## src/rtl/adder_ns.sv

```systemverilog
// Ripple-carry two's-complement adder built from full-adder cells, with a
// combinational sum/flag path and a one-stage registered result port.
module adder_ns #(
    parameter int WIDTH = 8
) (
    input  logic             clk,
    input  logic             reset,
    input  logic             in_valid,
    input  logic [WIDTH-1:0] fir_num,
    input  logic [WIDTH-1:0] sec_num,
    output logic [WIDTH-1:0] sum,
    output logic             carry_out,
    output logic             overflow,
    output logic [WIDTH-1:0] sum_q,
    output logic             carry_q,
    output logic             overflow_q,
    output logic             out_valid,
    output logic             ovf_sticky
);

    // Each cell keeps its own carry nets so the chain is a clean acyclic
    // netlist rather than bits of one vector feeding each other.
    genvar gi;
    generate
        for (gi = 0; gi < WIDTH; gi++) begin : g_cell
            logic cin;
            logic cout;
            logic half;

            if (gi == 0) begin : g_first
                assign cin = 1'b0;
            end else begin : g_next
                assign cin = g_cell[gi-1].cout;
            end

            assign half    = fir_num[gi] ^ sec_num[gi];
            assign sum[gi] = half ^ cin;
            assign cout    = (fir_num[gi] & sec_num[gi]) | (cin & half);
        end
    endgenerate

    assign carry_out = g_cell[WIDTH-1].cout;
    // Carry into and out of the sign cell disagree exactly on signed overflow.
    assign overflow  = g_cell[WIDTH-1].cout ^ g_cell[WIDTH-1].cin;

    always_ff @(posedge clk) begin
        if (reset) begin
            sum_q      <= '0;
            carry_q    <= 1'b0;
            overflow_q <= 1'b0;
            out_valid  <= 1'b0;
            ovf_sticky <= 1'b0;
        end else if (in_valid) begin
            sum_q      <= sum;
            carry_q    <= carry_out;
            overflow_q <= overflow;
            out_valid  <= 1'b1;
            ovf_sticky <= ovf_sticky | overflow;
        end else begin
            out_valid  <= 1'b0;
        end
    end

endmodule

```

## config.mk

```make
export PLATFORM = sky130hd
export DESIGN_NAME = adder_ns
export DESIGN_NICKNAME = d
export VERILOG_FILES = /design/src/rtl/adder_ns.sv
export SDC_FILE = /design/constraint.sdc
export NUM_CORES = 1
export LEC_CHECK = 0
export BUFFER_PORTS_ARGS = -buffer_cell sky130_fd_sc_hd__buf_2
export CAP_MARGIN = 30
export CORE_MARGIN = 2
export CORE_UTILIZATION = 40
export CTS_CLUSTER_SIZE = 30
export DETAILED_ROUTE_END_ITERATION = 8
export GPL_TIMING_DRIVEN = 0
export HOLD_SLACK_MARGIN = 0.08
export PLACE_DENSITY_LB_ADDON = 0.08
export SETUP_SLACK_MARGIN = 0.5
export SLEW_MARGIN = 20
export SYNTH_ARGS = -nofsm -noshare
export SYNTH_HDL_FRONTEND = slang
export SYNTH_SLANG_ARGS = --single-unit
```

## constraint.sdc

```tcl
create_clock -name clk -period 4.7 [get_ports clk]
set_input_delay 0.47 -clock clk [delete_from_list [all_inputs] [get_ports clk]]
set_output_delay 0.47 -clock clk [all_outputs]
set_load 0.03 [all_outputs]
```

== Word level (Yosys, flattened, before mapping) ==
Index checks and enable logic that the tools add are counted.
Cells by class
  $add $sub $neg: 0
  $mul: 0
  divide/modulo/power cells: 0
  magnitude comparators: 0
  eq/ne operators: 0
  shift-type cells: 0
  mux-type cells: 1
  bitwise operators: 39
  reductions and logical operators: 0
Operators by type and width (number)
  XOR 1 bit: 16
  bitwise AND 1 bit: 15
  bitwise OR 1 bit: 8
  2-to-1 mux 1 bit: 1
Word-level totals
  register bits: 12
  latch bits: 0
  memory bits (writable): 0
  ROM bits: 0
  output and inout bits: 22
  word-level logic and storage cells: 45
  memories: 0

== Logic depth before layout (Yosys ltp) ==
  depth after elaboration: 17
  gate-level depth with buffers: 13
  mapped depth without buffers: 13

== Worst setup path after synthesis ==
No wires, ideal clock.
  path type: in2out
  start: in fir_num[0]
  end: out sum[7]
  data arrival time: 3.510 ns
  data required time: 4.230 ns
  path slack: 0.720 ns
  stages on the path: 12
  path through: ha_1 inv_1 fa_1 inv_1 fa_1 fa_1 fa_1 fa_1 fa_1 inv_1 fa_1 inv_1
Between the ends
  longest elaborated chain between the ends: 14
Ends and longest elaborated chain
  from (decl): line 9  | input logic [WIDTH-1:0] fir_num,
  bitwise AND 1 bit (2 in series): line 38  | assign cout = (fir_num[gi] & sec_num[gi]) | (cin & half);
  bitwise OR 1 bit: line 38
  bitwise AND 1 bit: line 38
  bitwise OR 1 bit: line 38
  bitwise AND 1 bit: line 38
  bitwise OR 1 bit: line 38
  bitwise AND 1 bit: line 38
  bitwise OR 1 bit: line 38
  bitwise AND 1 bit: line 38
  bitwise OR 1 bit: line 38
  bitwise AND 1 bit: line 38
  bitwise OR 1 bit: line 38
  XOR 1 bit: line 37  | assign sum[gi] = half ^ cin;
  to (decl): line 11  | output logic [WIDTH-1:0] sum,
Every way passes these cells.

== Worst setup path after layout ==
Same ends and word-level chain as after synthesis.

==> metrics.csv <==
metric,value,unit
hold path start,reset,
VDD IR-drop max,182.4,uV
vias,533,
vias per std cell,4.442,
clock tree sinks,12,
Post-DRT Antenna Nets,0,
CP max stage cell,fa_2,
synthesized flop and latch total,12,
Yosys cell types,13,
WP data required,4.23,ns
cell row count,14,
Tcrit/Tclk final,0.8543,
total power,336.6,uW
critical-path cell list,buf_2 > ha_1 > inv_1 > fa_1 > inv_1 > fa_2 > fa_2 > fa_2 > fa_2 > fa_2 > inv_2 > fa_2 > inv_1 > buf_4,
relative slew slack,0.8671,
fillers,141,
post-route non-filler standard cell count,120,
synthesized area,630.6,sq um
core area,1489,sq um
Die Width,43.71,um
FF/Latch Area,240.2,sq um
max-slew violation count,0,
mean post-synth cell area,10.69,sq um
Post-Synthesis Cells,59,
Global Route Usage Sum,0.1410,
port bufs,40,
combinational family with the most area after synthesis,adder cells,
XOR/XNOR Fraction of Synth Area,0.01389,
gpl congestion,0.7516,
Ports,41,
PD cells,366.0,nW/um^2
nets@finish,132,
synth cell count leaders,"inv_1, dfxtp_1, nor2_1",
DP Area,850.8,sq um
Synth Area in Simple Gates,0.07341,
Crit path top cell by count,fa_2,
vias in the first global route,463,
element type at the critical path start,input pin,
r2r setup slk,4.10,ns
Worst Path Max Fanout,2,
Synth Flop Type,dfxtp_1,
synthesis-to-finish area growth,45.83,%
final wirelength,1227,um
final worst slack,0.6850,ns
Worst-Margin Slew,0.1993,ns
Die Y,43.71,um
Max Freq,249.1,MHz
TritonCTS clock tree,built,
max cap viols,0,
RSZ-0062 raised after global routing,no,
Starting Density,0.4235,
DRT Pass-1 Iters,1,
Synth area leader,dfxtp_1,
minimum clock period,4.015,ns
clk_lat worst skew,0.27,ns
Reg-to-Reg End,overflow_q,
sequential share of the synthesized area,0.3810,
footprint of the multi-input gates,340.3,sq um
async set or reset register ratio after synthesis,0,
Setup Skew,0,ns
fin area,919.6,sq um
share of layout cells above drive strength 1,0.5673,
Post-synth EDFFs,0,
first-pass GRT wire length,1904,um
YS warnings,0,
Hold Path End,carry_q,
total grt overflow,0,
pin count of the biggest net entering global routing,11,
die area,1910,sq um
post-synth top area share,0.3810,
Mapped Nets,86,
crit path capture type,output port,
wire per inst,10.23,um
proportion of synthesized area in mux cells,0.09524,
DP Wirelength,994,um
Post-Synth Adder-Cell Area,0.2421,
Worst Hold Path Cells,2,
Post-Place Worst Slack,0.3800,ns
initial antenna violation count,0,
drt drc,0,
Post-Route Setup TNS,0,ns
clock tree root buffer cell,clkbuf_4,
Clock Path Buffers,2,
critical path class,in2out,
Static Leakage,0.5004,nW
status,completed,
ranking of synthesized cells by area,"dfxtp_1, fa_1, mux2i_1, inv_1, a211oi_2",
most common cell in the synthesized netlist,inv_1,
max incr delay on CP,0.45,ns
total CTS buffers,3,
crit path DAT,3.55,ns
R2R cell count,2,
# diodes,0,
post-placement cell count,115,
Final Hold Fails,0,
Compound-Gate Fraction of Synth Area,0.07937,
Hold Path Class,in2reg,
Worst-path clk slew,0.08,ns
# setup viols final,0,
FF-to-FF Start,overflow_q,
DR iter-0 viols,0,
# H-tree levels,1,
-- critical path, delay by kind of cell --
family | cells | cell delay (ns)
buffers and inverters | 6 | 0.51
adder cells (fa/ha/maj) | 8 | 2.56
-- power breakdown --
group	switching (mW)	total (mW)	internal (mW)
Clock	0.0355	0.0825	0.0470
Sequential	0.00435	0.116	0.112
Combinational	0.0891	0.138	0.0487
-- cells in the final DEF, fill, tap and decap left out, types with 2 or more instances in the layout --
cell type and instances:
a211oi_2 3, buf_2 40, buf_4 3, clkbuf_4 3
dfxtp_1 12, fa_2 6, inv_1 12, mux2i_1 6
nand2b_1 2, nor2_1 9, o22ai_1 2
-- worst max-delay path by stage --
stage                           from  endpoint  cells past startpoint
after floorplan           fir_num[0]    sum[7]                     12
after global placement    fir_num[0]  overflow                     15
after detailed placement  fir_num[0]  overflow                     15
after CTS                 fir_num[0]    sum[7]                     14
after global routing      fir_num[0]    sum[7]                     14
final                     fir_num[0]    sum[7]                     14
-- stage by stage --
stage / hold slack (ns) / utilization
2_1_floorplan: 0.5430 / -
3_3_place_gp: 0.4645 / 0.5714
3_5_place_dp: 0.4710 / 0.5714
4_1_cts: 0.3765 / 0.6092
5_1_grt: 0.3865 / 0.6176
6_report: 0.3829 / 0.6176
-- flip-flops by register name (all words and copies together), names as in the netlist --
signal	count
ovf_sticky	1
sum_q	8
out_valid	1
carry_q	1
overflow_q	1
-- cell families after synthesis --
family / Yosys count
AND/OR/NAND/NOR: 11
multiplexers: 6
adder cells (fa/ha/maj): 8
AO/OA/AOI/OAI: 5
flip-flops: 12
XOR/XNOR: 1
buffers and inverters: 16
-- area by class of cell --
cell class	count	share of cell area
plain buffers	3	0.02585
well taps	16	0.02177
flip-flops and latches	12	0.2612
inverters	13	0.05306
clock buffers	4	0.03946
multi-input cells	31	0.3701
repair buffers	41	0.2286
-- repair_timing --
| item | in CTS | in global routing |
|---|---|---|
| gates resized for setup | 6 | 3 |
| pin swaps | 1 | 2 |
| setup buffers | 0 | 1 |
| setup endpoints to repair | 2 | 2 |
| hold buffers | 0 | 0 |
| cloned | 0 | 0 |
| hold endpoints to repair | 0 | 0 |
-- layer usage --
| layer | up-vias | wire (um) | GRT usage |
|---|---|---|---|
| li1 | 269 | - | - |
| met1 | 242 | 479 | 0.1596 |
| met2 | 20 | 646 | 0.2235 |
| met3 | 2 | 91 | 0.05000 |
| met4 | 0 | 9 | 0.09091 |
| met5 | - | 0 | 0 |
(Power assumes the default switching activity.)
